$ cat src/rtl/puf_pkg.sv
// Shared constants, FSM state encoding and CRP record for the arbiter-PUF CRP collector.
package puf_pkg;
  localparam int CW = 16;
  localparam logic [CW-1:0] LFSR_TAPS = 16'hB400;
  localparam logic [CW-1:0] SEED_ALT  = 16'hACE1;

  typedef enum logic [2:0] {IDLE, LOAD, FIRE, REARM, EMIT, FIN} puf_state_t;

  typedef struct packed {
    logic [CW-1:0] chal;
    logic [CW-1:0] resp;
  } crp_t;

  // x^16+x^14+x^13+x^11+1, shift left, feedback into bit 0
  function automatic logic [CW-1:0] lfsr_step(input logic [CW-1:0] s);
    return {s[CW-2:0], ^(s & LFSR_TAPS)};
  endfunction
endpackage

$ cat src/rtl/puf_lfsr16.sv
// Challenge generator: loadable 16-bit Fibonacci LFSR with a zero-seed substitute.
module puf_lfsr16
  import puf_pkg::*;
(
  input  logic          clk,
  input  logic          rst_n,
  input  logic          load,
  input  logic [CW-1:0] load_val,
  input  logic          adv,
  output logic [CW-1:0] q,
  output logic [CW-1:0] nxt
);
  assign nxt = lfsr_step(q);

  always_ff @(posedge clk) begin
    if (!rst_n)    q <= '0;
    else if (load) q <= (load_val == '0) ? SEED_ALT : load_val;
    else if (adv)  q <= nxt;
  end
endmodule

$ cat src/rtl/puf_crp_collector.sv
// Drives the XOR arbiter PUF: fires REPEAT evaluations per challenge, majority-votes each
// response bit and presents the resulting CRP on a valid/ready port.
module puf_crp_collector
  import puf_pkg::*;
#(
  parameter int REPEAT     = 5,
  parameter int PULSE_CYC  = 4,
  parameter int SETTLE_CYC = 3,
  parameter int REARM_CYC  = 4
) (
  input  logic          clk,
  input  logic          rst_n,
  input  logic          start,
  input  logic [CW-1:0] seed,
  input  logic [15:0]   num_crp,
  output logic          busy,
  output logic          done,
  output logic          puf_pulse,
  output logic [CW-1:0] puf_challenge,
  input  logic [CW-1:0] puf_response,
  output logic          crp_valid,
  input  logic          crp_ready,
  output logic [CW-1:0] crp_challenge,
  output logic [CW-1:0] crp_response
);
  localparam int VW = $clog2(REPEAT + 1);
  localparam int PW = $clog2(PULSE_CYC + REARM_CYC);
  localparam logic [PW-1:0] PH_FIRE_END  = PW'(PULSE_CYC - 1);
  localparam logic [PW-1:0] PH_REARM_END = PW'(PULSE_CYC + REARM_CYC - 1);
  // two extra cycles cover the synchronizer latency
  localparam logic [PW-1:0] PH_SAMPLE    = PW'(SETTLE_CYC + 2);
  localparam logic [VW-1:0] EVAL_LAST    = VW'(REPEAT - 1);
  localparam logic [VW-1:0] HALF         = VW'(REPEAT / 2);

  puf_state_t state;
  logic [1:0][CW-1:0]   rsync;
  logic [CW-1:0][VW-1:0] votes;
  logic [CW-1:0]        maj;
  logic [VW-1:0]        eval_cnt;
  logic [PW-1:0]        ph;
  logic [15:0]          remaining;
  logic                 first;
  crp_t                 crp_q;
  logic [CW-1:0]        lfsr_q, lfsr_nxt;
  logic                 accept;

  assign accept        = (state == IDLE) && start && !done;
  assign crp_challenge = crp_q.chal;
  assign crp_response  = crp_q.resp;

  puf_lfsr16 u_lfsr (
    .clk      (clk),
    .rst_n    (rst_n),
    .load     (accept),
    .load_val (seed),
    .adv      ((state == LOAD) && !first),
    .q        (lfsr_q),
    .nxt      (lfsr_nxt)
  );

  for (genvar i = 0; i < CW; i++) begin : g_maj
    assign maj[i] = votes[i] > HALF;
  end

  always_ff @(posedge clk) begin
    if (!rst_n) rsync <= '0;
    else        rsync <= {rsync[0], puf_response};
  end

  always_ff @(posedge clk) begin
    if (!rst_n) begin
      state         <= IDLE;
      busy          <= 1'b0;
      done          <= 1'b0;
      puf_pulse     <= 1'b0;
      puf_challenge <= '0;
      crp_valid     <= 1'b0;
      crp_q         <= '0;
      votes         <= '0;
      eval_cnt      <= '0;
      ph            <= '0;
      remaining     <= '0;
      first         <= 1'b0;
    end else begin
      done <= 1'b0;
      unique case (state)
        IDLE: if (accept) begin
          remaining <= num_crp;
          first     <= 1'b1;
          busy      <= 1'b1;
          state     <= (num_crp == 16'd0) ? FIN : LOAD;
        end
        LOAD: begin
          puf_challenge <= first ? lfsr_q : lfsr_nxt;
          first         <= 1'b0;
          votes         <= '0;
          eval_cnt      <= '0;
          ph            <= '0;
          puf_pulse     <= 1'b1;
          state         <= FIRE;
        end
        FIRE, REARM: begin
          ph <= ph + PW'(1);
          if (ph == PH_SAMPLE)
            for (int i = 0; i < CW; i++)
              votes[i] <= votes[i] + {{(VW-1){1'b0}}, rsync[1][i]};
          if (state == FIRE && ph == PH_FIRE_END) begin
            puf_pulse <= 1'b0;
            state     <= REARM;
          end else if (state == REARM && ph == PH_REARM_END) begin
            ph <= '0;
            if (eval_cnt == EVAL_LAST) begin
              crp_valid  <= 1'b1;
              crp_q.chal <= puf_challenge;
              crp_q.resp <= maj;
              state      <= EMIT;
            end else begin
              eval_cnt  <= eval_cnt + VW'(1);
              puf_pulse <= 1'b1;
              state     <= FIRE;
            end
          end
        end
        EMIT: if (crp_ready) begin
          crp_valid <= 1'b0;
          remaining <= remaining - 16'd1;
          state     <= (remaining == 16'd1) ? FIN : LOAD;
        end
        FIN: begin
          busy  <= 1'b0;
          done  <= 1'b1;
          state <= IDLE;
        end
        default: state <= IDLE;
      endcase
    end
  end
endmodule

$ cat config.mk
export PLATFORM = sky130hd
export DESIGN_NAME = puf_crp_collector
export DESIGN_NICKNAME = d
export VERILOG_FILES = /design/src/rtl/puf_pkg.sv /design/src/rtl/puf_lfsr16.sv /design/src/rtl/puf_crp_collector.sv
export SDC_FILE = /design/constraint.sdc
export NUM_CORES = 1
export LEC_CHECK = 0
export ABC_AREA = 0
export BUFFER_PORTS_ARGS = -buffer_cell sky130_fd_sc_hd__clkbuf_2
export CAP_MARGIN = 20
export CORE_MARGIN = 5
export CORE_UTILIZATION = 58
export DETAILED_ROUTE_END_ITERATION = 16
export GPL_ROUTABILITY_DRIVEN = 0
export HOLD_SLACK_MARGIN = 0.06
export PLACE_DENSITY = 0.82
export SETUP_SLACK_MARGIN = 0.02
export SLEW_MARGIN = 10
export SYNTH_ARGS = -nofsm -noshare
export SYNTH_HDL_FRONTEND = slang
export SYNTH_SLANG_ARGS = --single-unit
$ cat constraint.sdc
create_clock -name clk -period 3.1 [get_ports clk]
set_input_delay 0.31 -clock clk [delete_from_list [all_inputs] [get_ports clk]]
set_output_delay 0.31 -clock clk [all_outputs]
set_load 0.02 [all_outputs]
Yosys cells after proc, flatten, opt, wreduce, memory -nomap -nowiden
Cells that the tools add are included.
Widths: inputs -> output; s select.
{"block": "totals", "register_bits": 174, "input_bits": 52, "out_inout_bits": 52, "elab_cells": 150}
{"block": "classes", "n_addsub": 19, "n_lt_le_gt_ge": 16, "n_eq_ne": 19, "n_mux": 37, "bitwise_logic": 1, "n_reduce_logical": 27}
{"operator": "$mux 16", "n": 6}
{"operator": "$pmux 48 s2", "n": 1}
{"operator": "$add 3x1->3", "n": 16}
{"operator": "$gt 3x2->1 const B", "n": 16}
{"operator": "$mux 48", "n": 1}
{"operator": "$mux 3", "n": 12}
{"operator": "$logic_not 16->1", "n": 2}
{"operator": "$pmux 16 s2", "n": 1}
{"operator": "$eq 16x1->1 const B", "n": 1}
{"operator": "$reduce_xor 16->1", "n": 1}
{"operator": "$sub 16x1->16 const B", "n": 1}
{"operator": "$eq 3x3->1 const B", "n": 5}
{"operator": "$ne 2x2->1 const B", "n": 7}
{"operator": "$pmux 3 s2", "n": 2}
{"operator": "$pmux 3 s4", "n": 1}
{"operator": "$reduce_bool 2->1", "n": 6}
{"operator": "$eq 3x2->1 const B", "n": 3}
{"operator": "$mux 1", "n": 9}
{"operator": "$reduce_and 3->1", "n": 3}
{"operator": "$pmux 1 s2", "n": 4}
{"operator": "$reduce_and 4->1", "n": 2}
{"operator": "$add 3x1->3 const B", "n": 2}
{"operator": "$ne 3x3->1 const B", "n": 2}
{"operator": "$reduce_and 2->1", "n": 3}
{"operator": "7 further kinds", "n": 12}

Depth between registers and ports, before layout
Gate-level depths: netlist of the first run.
{"block": "depth", "depth_word": 5, "ltp_mapped": 9, "mapped_depth_nobuf": 6}

Cells and area by module
From an unflattened synthesis of the first run, not the netlist that was laid out.
{"block": "hier_totals", "cells_unflattened": 867, "area_unflattened_um2": 7724.9}
{"module": "puf_crp_collector", "instances": 1, "cells_each": 771, "area_per_inst_um2": 6800.3, "seq_area_each_um2": 3163.0}
{"module": "puf_lfsr16", "instances": 1, "cells_each": 96, "area_per_inst_um2": 924.6, "seq_area_each_um2": 320.3}

Worst setup path after synthesis of the first run
No wires, ideal clock.
{"block": "synth_timing", "path_kind": "reg2reg", "startpoint": "reg remaining[0]", "endpoint": "reg remaining[11]", "setup_time_ns": 0.120, "arrival_ns": 1.752, "required_ns": 2.980, "path_slack_ns": 1.228, "path_stages_with_launch": 5, "path_buffers": 0, "synth_period_minus_slack_ns": 1.872, "path_cell_list": "dfxtp_1 or4_4 or4_1 and3_1 o31a_1"}
{"block": "synth_between", "elab_chain_cells": 3}
{"item": "from (decl)", "line": "puf_crp_collector.sv:41", "text": "logic [15:0] remaining;"}
{"item": "from (signal assigned)", "line": "puf_crp_collector.sv:88", "text": "remaining <= num_crp;"}
{"item": "from (signal assigned)", "line": "puf_crp_collector.sv:126", "text": "remaining <= remaining - 16'd1;"}
{"item": "$sub 16x1->16", "line": "puf_crp_collector.sv:126"}
{"item": "$mux 16", "line": "puf_crp_collector.sv:124", "text": "EMIT: if (crp_ready) begin"}
{"item": "$pmux 16 s2", "line": "puf_crp_collector.sv:86", "text": "unique case (state)"}
Every way passes these cells. The select of a mux whose other input is x is not followed.
A chain may end at the register's enable or synchronous reset.

Worst setup path in the final report of the first run
{"block": "layout_timing", "startpoint": "reg state[1]", "endpoint": "reg votes[39] (netlist bit)"}
{"block": "layout_between", "elab_chain_cells": 4, "word_cells_on_any_way": 8, "classes_between": "eq/ne (4); mux (1); reduce/logical (3)"}
{"item": "from (decl)", "line": "puf_crp_collector.sv:35", "text": "puf_state_t state;"}
{"item": "from (signal assigned)", "line": "puf_crp_collector.sv:91", "text": "state <= (num_crp == 16'd0) ? FIN : LOAD;"}
{"item": "from (signal assigned)", "line": "puf_crp_collector.sv:127", "text": "state <= (remaining == 16'd1) ? FIN : LOAD;"}
{"item": "$eq 3x2->1", "line": "puf_crp_collector.sv:86"}
{"item": "$reduce_or 2->1", "line": "puf_crp_collector.sv:86"}
{"item": "$ne 2x2->1 (no line) or $reduce_bool 2->1 (tied branches)"}
{"item": "$reduce_and 2->1 (no line)"}
{"item": "to (signal, indexed assignment)", "line": "puf_crp_collector.sv:106", "text": "votes[i] <= votes[i] + {{(VW-1){1'b0}}, rsync[1][i]};"}
{"item": "to (decl)", "line": "puf_crp_collector.sv:37", "text": "logic [CW-1:0][VW-1:0] votes;"}
Several ways; a longest one is shown, not always the timed one.

==> metrics.sh, run 1 <==
INITIAL_CORE_UTILIZATION_PCT=59.4
POSTSYNTHREGISTERBITS=174
ASYNC_SET_OR_RESET_REGISTER_RATIO_AFTER_SYNTHESIS_PCT=0
POST_DRT_WL_PER_CELL_UM=15.4
TIMING.SLEW.HEADROOM_PCT=48.7
SYNTHESIS.AREA_MM2=0.00752
LIBRARY_CELL_WITH_THE_LARGEST_SUMMED_AREA_AFTER_SYNTHESIS='sky130_fd_sc_hd__dfxtp_1'
TOTAL_POWER_mW=7.26
DRT_DRC_VIOLATIONS_LEFT=0
DESIGN.DIE.AREA_MM2=0.0153
GRT_OVERFLOW=0
FINALCOREUTILIZATION_PCT=69.1
NUMCLOCKSINKS=174
CLOCKROOTBUFFER='sky130_fd_sc_hd__clkbuf_16'
MAXSLEWVIOLCOUNT=0
FF2FF_PATH_DEPTH=4
ANTENNA_FOUND_INITIAL=0
LAYOUT_CELL_SHARE_WITH_DRIVE_STRENGTH_BEYOND_1_PCT=16.7
POST_CTS_HOLD_BUFFER_COUNT=0
NUM_ROWS=41
GRT_FIRST_PASS_WIRELENGTH_UM=28900
PATH_CLK_SLEW_PS=60
SYNTH_TOP_AREA_SHARE_PCT=46.3
HOLDWS_PS=87.7
FINALCLOCKSKEW_PS=9.44
SYN_AVG_CELL_AREA_UM2=8.63
CRITICAL_PATH_CLASS='flip-flop to flip-flop'
YOSYS_MOST_USED_DFF='sky130_fd_sc_hd__dfxtp_1'
HTREE_LEVELS=4
MAX_FREQ_GHz=0.393
SYNTH.YOSYS.SEQ_AREA_SHARE_PCT=46.3
VIA_COUNT=6366
GRT-BUSIEST-LAYER='met2'
GLOBALROUTEMET1UTIL_PCT=31.6
CRIT_ARRIVAL_PS=2900
MAX-CLOCK-PATH-BUFFERS=2
WORST-PATH-MAX-FANOUT=32
SYNTH.YOSYS.WARNINGS=0
CLKLATENCYLATEPIN_PS=430
MAXCAPVIOLCOUNT=0
SYNTH.NET_COUNT=963
CTS_SETUP_BUFFERS=0
DRT_WL_TOTAL_UM=17400
ANTENNA_VIOLATING_NETS_POST_ROUTE=0
FIN_TNS_SETUP_PS=0
FINALNONFILLERCELLS=1130
LEAKAGEPOWER_nW=3.51
LARGEST_NET_DEGREE_AT_THE_START_OF_GLOBAL_ROUTING=63
DETAILED_PLACER_S_ENDING_HPWL_UM=11200
GRT_PASS1_VIAS=5888
RUN_STATUS='complete, no violations'
VIASPERCELL=5.63
SETUP_VIOL=0
GLOBALROUTEMET3UTIL_PCT=5.04
DIE_W_UM=124
POST-SYNTH-TOP-COUNT-CELL='sky130_fd_sc_hd__dfxtp_1'
POWER_PER_CELL_AREA_mW_PER_MM2=830
FINALWORSTPATHREQUIREDPERIOD_PS=2540
YS_TOP_CELLS_BY_COUNT='sky130_fd_sc_hd__dfxtp_1, sky130_fd_sc_hd__nand2_1, sky130_fd_sc_hd__nor2_1'
PORT_BUFFERS=103
TRITONCTS='done'
PLACE_INST=1098
DIEHEIGHT_UM=124
CTS_INSERTED_BUFFERS=17
RSZ_0062_RAISED_AFTER_GLOBAL_ROUTING='no'
FINALNETCOUNT=1037
PLACED_AREA_MM2=0.00815
DRT-PASS1-ITER-COUNT=5
CORE_REGION_AREA_MM2=0.0127
GRT_USAGE_PCT=23.7
DPL_WORST_SLACK_PS=667
MAX_SLEW.WORST_PIN.SLEW_PS=770
POSTCTSRESIZEDCELLS=0
SYNTH_CELLS=871
SETUP_SLACK_PS=556
FILLER_CELL_COUNT=1005
CRIT_REQUIRED_PS=3450
HOLD_CLASS='primary input to flip-flop'
POST-ROUTE-CELL-AREA_MM2=0.00876
SYNTH_CELL_TYPES=50
DR.FIRST_ITER.DRC_COUNT=543
DIODES_INSERTED=0
PERIOD_SHARE_PCT=82.1
USE_MET2_PCT=37.7
WORST_HOLD_PATH.NUM_CELLS=2
AREAGROWTHSYNTHTOFINISH_PCT=16.4
PEAKVDDDROP_uV=381
HOLD_VIOLATIONS=0
END_KIND='flip-flop'
STARTPOINT_TYPE='flip-flop'
NUM_IO_PINS=104
SYNTH.TOP_CELLS.BY_AREA='sky130_fd_sc_hd__dfxtp_1, sky130_fd_sc_hd__ha_1, sky130_fd_sc_hd__a21oi_1'
SYNTH-EDFF-COUNT=0
worst paths after layout:
kind              startpoint  slack, ps        end
max                 state[1]        560  votes[39]
min          puf_response[2]         90   rsync[2]
max reg2reg         state[1]        560  votes[39]
min reg2reg         rsync[5]        430  rsync[21]
per-layer routing:
layer / wire, um / vias to the layer above
met5: 0 / -
met4: 342 / 0
li1: - / 3226
met2: 8260 / 171
met3: 813 / 30
met1: 7990 / 2939
logic make-up after synthesis:
group	after synthesis	share of synthesized area, %
and+or+nand+nor	352	22.7
adders and majority gates	40	6.65
xor gates and xnor gates	20	2.33
buffers and inverters	74	3.83
AOI/OAI and AO/OA	196	16.2
muxes	15	2.00
DFF	174	46.3
cell usage in the layout (no fill, tap or decap), types with 12 or more instances in the layout:
master                      synthesis  final
sky130_fd_sc_hd__a211oi_1          34     34
sky130_fd_sc_hd__a21oi_1           73     73
sky130_fd_sc_hd__and2_1            38     38
sky130_fd_sc_hd__buf_4              0     12
sky130_fd_sc_hd__clkbuf_16          0     17
sky130_fd_sc_hd__clkbuf_2           0    103
sky130_fd_sc_hd__dfxtp_1          174    174
sky130_fd_sc_hd__ha_1              40     40
sky130_fd_sc_hd__mux2i_1           15     15
sky130_fd_sc_hd__nand2_1           97     97
sky130_fd_sc_hd__nand3_1           36     36
sky130_fd_sc_hd__nor2_1            83     82
sky130_fd_sc_hd__nor3_1            28     27
sky130_fd_sc_hd__nor4_1            14     14
sky130_fd_sc_hd__o21ai_0           37     37
sky130_fd_sc_hd__xor2_1            18     18
sequential cells by signal, indices dropped and copies added, names as in the netlist:
name and count:
crp_valid 1, crp_challenge 16, u_lfsr.q 16, remaining 16
crp_response 16, busy 1, ph 3, rsync 32
puf_pulse 1, puf_challenge 16, votes 48, state 3
first 1, done 1, eval_cnt 3
worst max-delay path: stages, from the launching register on:
cell,delay [ps]
sky130_fd_sc_hd__dfxtp_1,650
sky130_fd_sc_hd__and4b_1,760
sky130_fd_sc_hd__or2_2,690
sky130_fd_sc_hd__nand3_1,190
sky130_fd_sc_hd__a21oi_1,170
power breakdown:
group,switching (mW),internal (mW)
clock network,0.858,1.29
logic,1.38,0.810
registers,0.372,2.55
final cells by class:
type | count | area, um^2 | area share, %
Clock inverter | 9 | 105 | 1.20
Tap cell | 172 | 215 | 2.46
Sequential cell | 174 | 3480 | 39.8
Clock buffer | 23 | 498 | 5.69
Multi-Input combinational cell | 623 | 3760 | 43.0
Inverter | 12 | 45.0 | 0.514
Timing Repair Buffer | 117 | 646 | 7.37
Note: power is estimated with default switching activity, not from simulation.
==> run 2: changes to the inputs <==
--- a/config.mk
+++ b/config.mk
@@ -9,11 +9,11 @@
 export BUFFER_PORTS_ARGS = -buffer_cell sky130_fd_sc_hd__clkbuf_2
 export CAP_MARGIN = 20
 export CORE_MARGIN = 5
-export CORE_UTILIZATION = 58
+export CORE_UTILIZATION = 57
 export DETAILED_ROUTE_END_ITERATION = 16
 export GPL_ROUTABILITY_DRIVEN = 0
 export HOLD_SLACK_MARGIN = 0.06
-export PLACE_DENSITY = 0.82
+export PLACE_DENSITY = 0.81
 export SETUP_SLACK_MARGIN = 0.02
 export SLEW_MARGIN = 10
 export SYNTH_ARGS = -nofsm -noshare
==> constraint.sdc (replaced) <==
create_clock -name clk -period 2.6 [get_ports clk]
set_input_delay 0.26 -clock clk [delete_from_list [all_inputs] [get_ports clk]]
set_output_delay 0.26 -clock clk [all_outputs]
set_load 0.02 [all_outputs]
==> run 2 against run 1 <==
  * Flip-flop and latch count did not move
  * Maximum frequency rose by 12%
  * Final cell count up 2.2%
  * Largest cell class unchanged
  * Highest routed layer unchanged
  * Worst setup slack worse by 230 ps
  * Non-clock buffer count up 22
==> metrics.sh, run 2 (synthesis gave the netlist of run 1 again) <==
RUN_STATUS='complete, no violations'
FINALNETCOUNT=1059  # +2.1%
LARGEST_NET_DEGREE_AT_THE_START_OF_GLOBAL_ROUTING=64  # +1.6%
PEAKVDDDROP_uV=643  # +69%
FIN_TNS_SETUP_PS=0  # unchanged
CTS_SETUP_BUFFERS=0  # unchanged
TIMING.SLEW.HEADROOM_PCT=52.6  # +3.9 points
CLKLATENCYLATEPIN_PS=420  # about the same
POWER_PER_CELL_AREA_mW_PER_MM2=962  # +16%
CORE_REGION_AREA_MM2=0.0131  # +3.3%
END_KIND='flip-flop'
NUMCLOCKSINKS=174  # unchanged
USE_MET2_PCT=36.5  # -1.3 points
CTS_INSERTED_BUFFERS=17  # unchanged
SETUP_VIOL=0  # unchanged
DR.FIRST_ITER.DRC_COUNT=483  # -11%
CRITICAL_PATH_CLASS='flip-flop to flip-flop'
DETAILED_PLACER_S_ENDING_HPWL_UM=11100  # -0.85%
RSZ_0062_RAISED_AFTER_GLOBAL_ROUTING='no'
NUM_ROWS=42  # +2.4%
GRT-BUSIEST-LAYER='met2'
PORT_BUFFERS=103  # unchanged
INITIAL_CORE_UTILIZATION_PCT=57.5  # -1.9 points
FINALCOREUTILIZATION_PCT=68.1  # -1.0 points
CRIT_ARRIVAL_PS=2630  # -270 ps
GLOBALROUTEMET1UTIL_PCT=28.6  # -3.0 points
WORST_R2R_STARTPOINT='state[2]'
FF2FF_PATH_DEPTH=6  # +2
PERIOD_SHARE_PCT=87.4  # +5.3 points
VIA_COUNT=6436  # +1.1%
MAXCAPVIOLCOUNT=0  # unchanged
PATH_CLK_SLEW_PS=60  # about the same
HIGHEST_COUNT_CELLS_IN_THE_LAYOUT_IGNORING_FILL_AND_TAPS='sky130_fd_sc_hd__dfxtp_1, sky130_fd_sc_hd__clkbuf_2, sky130_fd_sc_hd__nand2_1, sky130_fd_sc_hd__nor2_1, sky130_fd_sc_hd__a21oi_1'
POSTCTSRESIZEDCELLS=0  # unchanged
MAX_FFS_PER_REGISTER=48  # unchanged
AREAGROWTHSYNTHTOFINISH_PCT=18.5
GRT_USAGE_PCT=22.0  # -1.7 points
DRT_DRC_VIOLATIONS_LEFT=0  # unchanged
WORST_HOLD_PATH.NUM_CELLS=3  # +1
LAYOUT_CELL_SHARE_WITH_DRIVE_STRENGTH_BEYOND_1_PCT=16.9  # +0.15 points
VIASPERCELL=5.57  # -1.1%
MAX_SLEW.WORST_PIN.SLEW_PS=711  # -59.2 ps
GRT_PASS1_VIAS=6155  # +4.5%
TOTAL_POWER_mW=8.57  # +18%
TRITONCTS='done'
HOLD_VIOLATIONS=0  # unchanged
CRIT_REQUIRED_PS=2960  # -490 ps
CLOCKROOTBUFFER='sky130_fd_sc_hd__clkbuf_16'
MAX-CLOCK-PATH-BUFFERS=2  # unchanged
ANTENNA_VIOLATING_NETS_POST_ROUTE=0  # unchanged
MAX_FREQ_GHz=0.440  # +12%
DIEHEIGHT_UM=125  # +0.80%
MAXSLEWVIOLCOUNT=0  # unchanged
GRT_FIRST_PASS_WIRELENGTH_UM=29000  # +0.24%
LAYOUT_TOP_REGISTERS='votes: 48 flops, rsync: 32 flops'
GLOBALROUTEMET3UTIL_PCT=5.70  # +0.66 points
DESIGN.DIE.AREA_MM2=0.0156  # +1.6%
REGISTERS.TOP_BY_FF_COUNT='votes'
ANTENNA_FOUND_INITIAL=0  # unchanged
WORST-PATH-MAX-FANOUT=32  # unchanged
FINALCLOCKSKEW_PS=6.51  # -2.92 ps
MOSTFREQUENTLAYOUTCELL='sky130_fd_sc_hd__dfxtp_1'
STARTPOINT_TYPE='flip-flop'
HOLDWS_PS=144  # +55.9 ps
POST_DRT_WL_PER_CELL_UM=14.8  # -4.2%
NUM_IO_PINS=104  # unchanged
HOLD_CLASS='primary input to flip-flop'
FILLER_CELL_COUNT=1049  # +4.4%
CRIT_PATH_START='state[2]'
HTREE_LEVELS=4  # unchanged
DRT_WL_TOTAL_UM=17000  # -2.1%
FINALWORSTPATHREQUIREDPERIOD_PS=2270  # -272 ps
GRT_OVERFLOW=0  # unchanged
DIODES_INSERTED=0  # unchanged
DRT-PASS1-ITER-COUNT=5  # unchanged
DIE_W_UM=125  # +0.80%
HOLD_PATH.STARTPOINT='num_crp[7]'
LEAKAGEPOWER_nW=3.56  # +1.4%
## run 2: cell count changes in the layout (fill, tap and decap cells not counted), sizes merged
cell         delta
clkbuf          -4
buf             +6
clkinvlp        +5
bufinv          -1
clkinv          -1
dlygate4sd3    +16
## run 2: stage by stage
step                area (um^2)  setup WS (ps)  cells
floorplan                  7520            728    871
global placement           8190            382   1108
detailed placement         8190            340   1108
CTS                        8910            318   1155
global route               8910            133   1155
finish                     8910            328   1155
## run 2: critical path, stage by stage (launching register included)
cell,delay [ps]
sky130_fd_sc_hd__dfxtp_1,440
sky130_fd_sc_hd__buf_4,220
sky130_fd_sc_hd__and4b_1,700
sky130_fd_sc_hd__or2_2,220
sky130_fd_sc_hd__buf_4,320
sky130_fd_sc_hd__nand3_1,140
sky130_fd_sc_hd__a21oi_1,170
## run 2: path summary, 6_finish.rpt
| kind | endpoint | slack [ps] |
|---|---|---|
| setup reg to reg | votes[46] | 330 |
| setup / recovery | votes[46] | 330 |
| hold / removal | remaining[7] | 140 |
| hold reg to reg | rsync[18] | 430 |
## run 2: final cells by class
cell class	instances	area, um^2	area share (%)
Clock buffer	19	443	4.97
Clock inverter	12	115	1.29
Inverter	12	45.0	0.506
Multi-Input combinational cell	623	3760	42.3
Sequential cell	174	3480	39.1
Tap cell	176	220	2.47
Timing Repair Buffer	139	838	9.41
## run 2: layer usage
layer  vias to the layer above  wire length (um)
met5                         -                 0
met4                         0               155
met3                        16               917
met2                       156              8040
met1                      2990              7930
li1                       3274                 -
## run 2: report_power, final
| group | switching, mW | total [mW] | internal, mW | leakage, nW |
|---|---|---|---|---|
| clock network | 1.05 | 2.39 | 1.34 | 0.254 |
| registers | 0.395 | 3.44 | 3.04 | 1.42 |
| logic | 1.71 | 2.75 | 1.03 | 1.89 |
| total | 3.15 | 8.57 | 5.42 | 3.56 |
## run 2: what timing repair did
item,CTS,global route
hold endpoints to repair,16,0
hold buffers,16,0
endpoints found under the setup margin,0,0
==> run 3: changes to the inputs <==
--- a/config.mk
+++ b/config.mk
@@ -11,7 +11,7 @@
 export CORE_MARGIN = 5
 export CORE_UTILIZATION = 57
 export DETAILED_ROUTE_END_ITERATION = 16
-export GPL_ROUTABILITY_DRIVEN = 0
+export GPL_TIMING_DRIVEN = 0
 export HOLD_SLACK_MARGIN = 0.06
 export PLACE_DENSITY = 0.81
 export SETUP_SLACK_MARGIN = 0.02
==> run 3 against run 2 <==
  * Clock-buffer cell count up 3
  * Largest cell class unchanged
  * Clock skew is 1.2 ps higher
  * Critical path type unchanged
  * First-iteration DRC count fell by 8.7%
  * Highest routed layer unchanged
==> metrics.sh, run 3 (synthesis gave the netlist of run 1 again) <==
DIE_W_UM=125  # unchanged
DR.FIRST_ITER.DRC_COUNT=441  # -8.7%
CLOCKROOTBUFFER='sky130_fd_sc_hd__clkbuf_16'
VIA_COUNT=6768  # +5.2%
DETAILED_PLACER_S_ENDING_HPWL_UM=13600  # +22%
VIASPERCELL=5.66  # +1.6%
LARGEST_NET_DEGREE_AT_THE_START_OF_GLOBAL_ROUTING=17  # -73%
REGISTERS.TOP_BY_FF_COUNT='votes'
DIEHEIGHT_UM=125  # unchanged
HOLD_CLASS='primary input to flip-flop'
AREAGROWTHSYNTHTOFINISH_PCT=19.4
HIGHEST_COUNT_CELLS_IN_THE_LAYOUT_IGNORING_FILL_AND_TAPS='sky130_fd_sc_hd__dfxtp_1, sky130_fd_sc_hd__clkbuf_2, sky130_fd_sc_hd__nand2_1, sky130_fd_sc_hd__nor2_1, sky130_fd_sc_hd__a21oi_1'
PATH_CLK_SLEW_PS=60  # about the same
GLOBALPLACE.CONGESTION=0.932
RUN_STATUS='complete, no violations'
DPL_WORST_SLACK_PS=125  # -214 ps
SETUP_SLACK_PS=302  # -26.3 ps
CORE_REGION_AREA_MM2=0.0131  # unchanged
HTREE_LEVELS=4  # unchanged
ANTENNA_VIOLATING_NETS_POST_ROUTE=0  # unchanged
MOSTFREQUENTLAYOUTCELL='sky130_fd_sc_hd__dfxtp_1'
DRT_WL_TOTAL_UM=19300  # +13%
MAXSLEWVIOLCOUNT=0  # unchanged
PERIOD_SHARE_PCT=88.4  # +1.0 points
FILLER_CELL_COUNT=1052  # +0.29%
PEAKVDDDROP_uV=735  # +14%
MAXCAPVIOLCOUNT=0  # unchanged
LEAKAGEPOWER_nW=3.57  # +0.24%
TRITONCTS='done'
MAX-CLOCK-PATH-BUFFERS=2  # unchanged
PORT_BUFFERS=102  # -0.97%
DIODES_INSERTED=0  # unchanged
INITIAL_CORE_UTILIZATION_PCT=57.5  # unchanged
STARTPOINT_TYPE='flip-flop'
LAYOUT_TOP_REGISTERS='votes: 48 flops, rsync: 32 flops'
FINALNETCOUNT=1099  # +3.8%
CRITICAL_PATH_CLASS='flip-flop to flip-flop'
SETUP_VIOL=0  # unchanged
MAX_SLEW.WORST_PIN.SLEW_PS=703  # -7.33 ps
CTS_SETUP_BUFFERS=0  # unchanged
DESIGN.DIE.AREA_MM2=0.0156  # unchanged
CLKLATENCYLATEPIN_PS=420  # about the same
DRT-PASS1-ITER-COUNT=5  # unchanged
FINALWORSTPATHREQUIREDPERIOD_PS=2300  # +26.3 ps
NUM_ROWS=42  # unchanged
END_KIND='flip-flop'
TIMING.SLEW.HEADROOM_PCT=52.7  # +0.099 points
WORST-PATH-MAX-FANOUT=10  # -69%
FIN_TNS_SETUP_PS=0  # unchanged
CTS_INSERTED_BUFFERS=17  # unchanged
DRT_DRC_VIOLATIONS_LEFT=0  # unchanged
CRIT_ARRIVAL_PS=2640  # about the same
FINALCLOCKSKEW_PS=7.75  # +1.24 ps
CRIT_REQUIRED_PS=2940  # -20 ps
ANTENNA_FOUND_INITIAL=0  # unchanged
MAX_FREQ_GHz=0.435  # -1.1%
POWER_PER_CELL_AREA_mW_PER_MM2=967  # +0.45%
GRT_FIRST_PASS_WIRELENGTH_UM=31300  # +8.0%
GRT_OVERFLOW=0  # unchanged
GRT_USAGE_PCT=24.2  # +2.2 points
POST_DRT_WL_PER_CELL_UM=16.2  # +9.5%
GRT_PASS1_VIAS=6392  # +3.9%
NUMCLOCKSINKS=174  # unchanged
MAX_FFS_PER_REGISTER=48  # unchanged
HOLD_VIOLATIONS=0  # unchanged
NUM_IO_PINS=104  # unchanged
LAYOUT_CELL_SHARE_WITH_DRIVE_STRENGTH_BEYOND_1_PCT=14.6  # -2.2 points
RSZ_0062_RAISED_AFTER_GLOBAL_ROUTING='no'
==> run 3: routing by layer <==
metal | track usage (%) | share of wire (%) | up-vias
met5 | 0 | 0 | -
met4 | 7.21 | 1.9 | 0
met3 | 5.83 | 6.8 | 30
met2 | 38.8 | 46 | 203
met1 | 32.5 | 45 | 3183
li1 | - | - | 3352
==> run 3: critical path: stages, from the launching register on <==
cell and delay, ps:
sky130_fd_sc_hd__dfxtp_1 380, sky130_fd_sc_hd__ha_1 190, sky130_fd_sc_hd__ha_1 180, sky130_fd_sc_hd__nand2_1 130, sky130_fd_sc_hd__nor3_2 510, sky130_fd_sc_hd__clkbuf_1 550
sky130_fd_sc_hd__nand2_1 120, sky130_fd_sc_hd__a21oi_1 150
==> run 3: layout make-up <==
type	instances	area (um^2)	area share, %
multi-input cells	623	3770	41.9
flip-flops and latches	174	3480	38.8
repair buffers	117	661	7.36
clock buffers	22	474	5.28
plain buffers	62	243	2.70
well taps	176	220	2.45
clock inverters	9	86.3	0.962
inverters	12	45.0	0.502
==> run 3: stage by stage <==
step           cell area, um^2  total power [mW]  instances  util [%]  hold WS, ps
2_1_floorplan             7520              5.36        871         -          387
3_3_place_gp              8250              6.13       1149      63.1          415
3_5_place_dp              8250              6.18       1149      63.1          417
4_1_cts                   8960              8.60       1195      68.5         69.2
5_1_grt                   8980              9.10       1195      68.6         70.2
6_report                  8980              8.68       1195      68.6         76.1
==> run 3: path summary, 6_finish.rpt <==
kind                                       start                end  slack (ps)  depth (start not counted)
worst min register to register          rsync[4]          rsync[20]         430                          1
worst max-delay path                       ph[0]  crp_challenge[14]         300                          7
worst min-delay path            puf_response[15]          rsync[15]          80                          2
worst max register to register             ph[0]  crp_challenge[14]         300                          7
==> run 3: repair_timing <==
action / CTS / global route
gates resized for setup: 0 / 2
setup endpoints to repair: 0 / 30
hold endpoints to repair: 15 / 0
hold buffers: 15 / 0
==> run 3: where the power goes <==
group / internal (mW) / switching [mW]
registers: 3.04 / 0.409
logic: 0.992 / 1.81
clock network: 1.39 / 1.04
total: 5.43 / 3.25
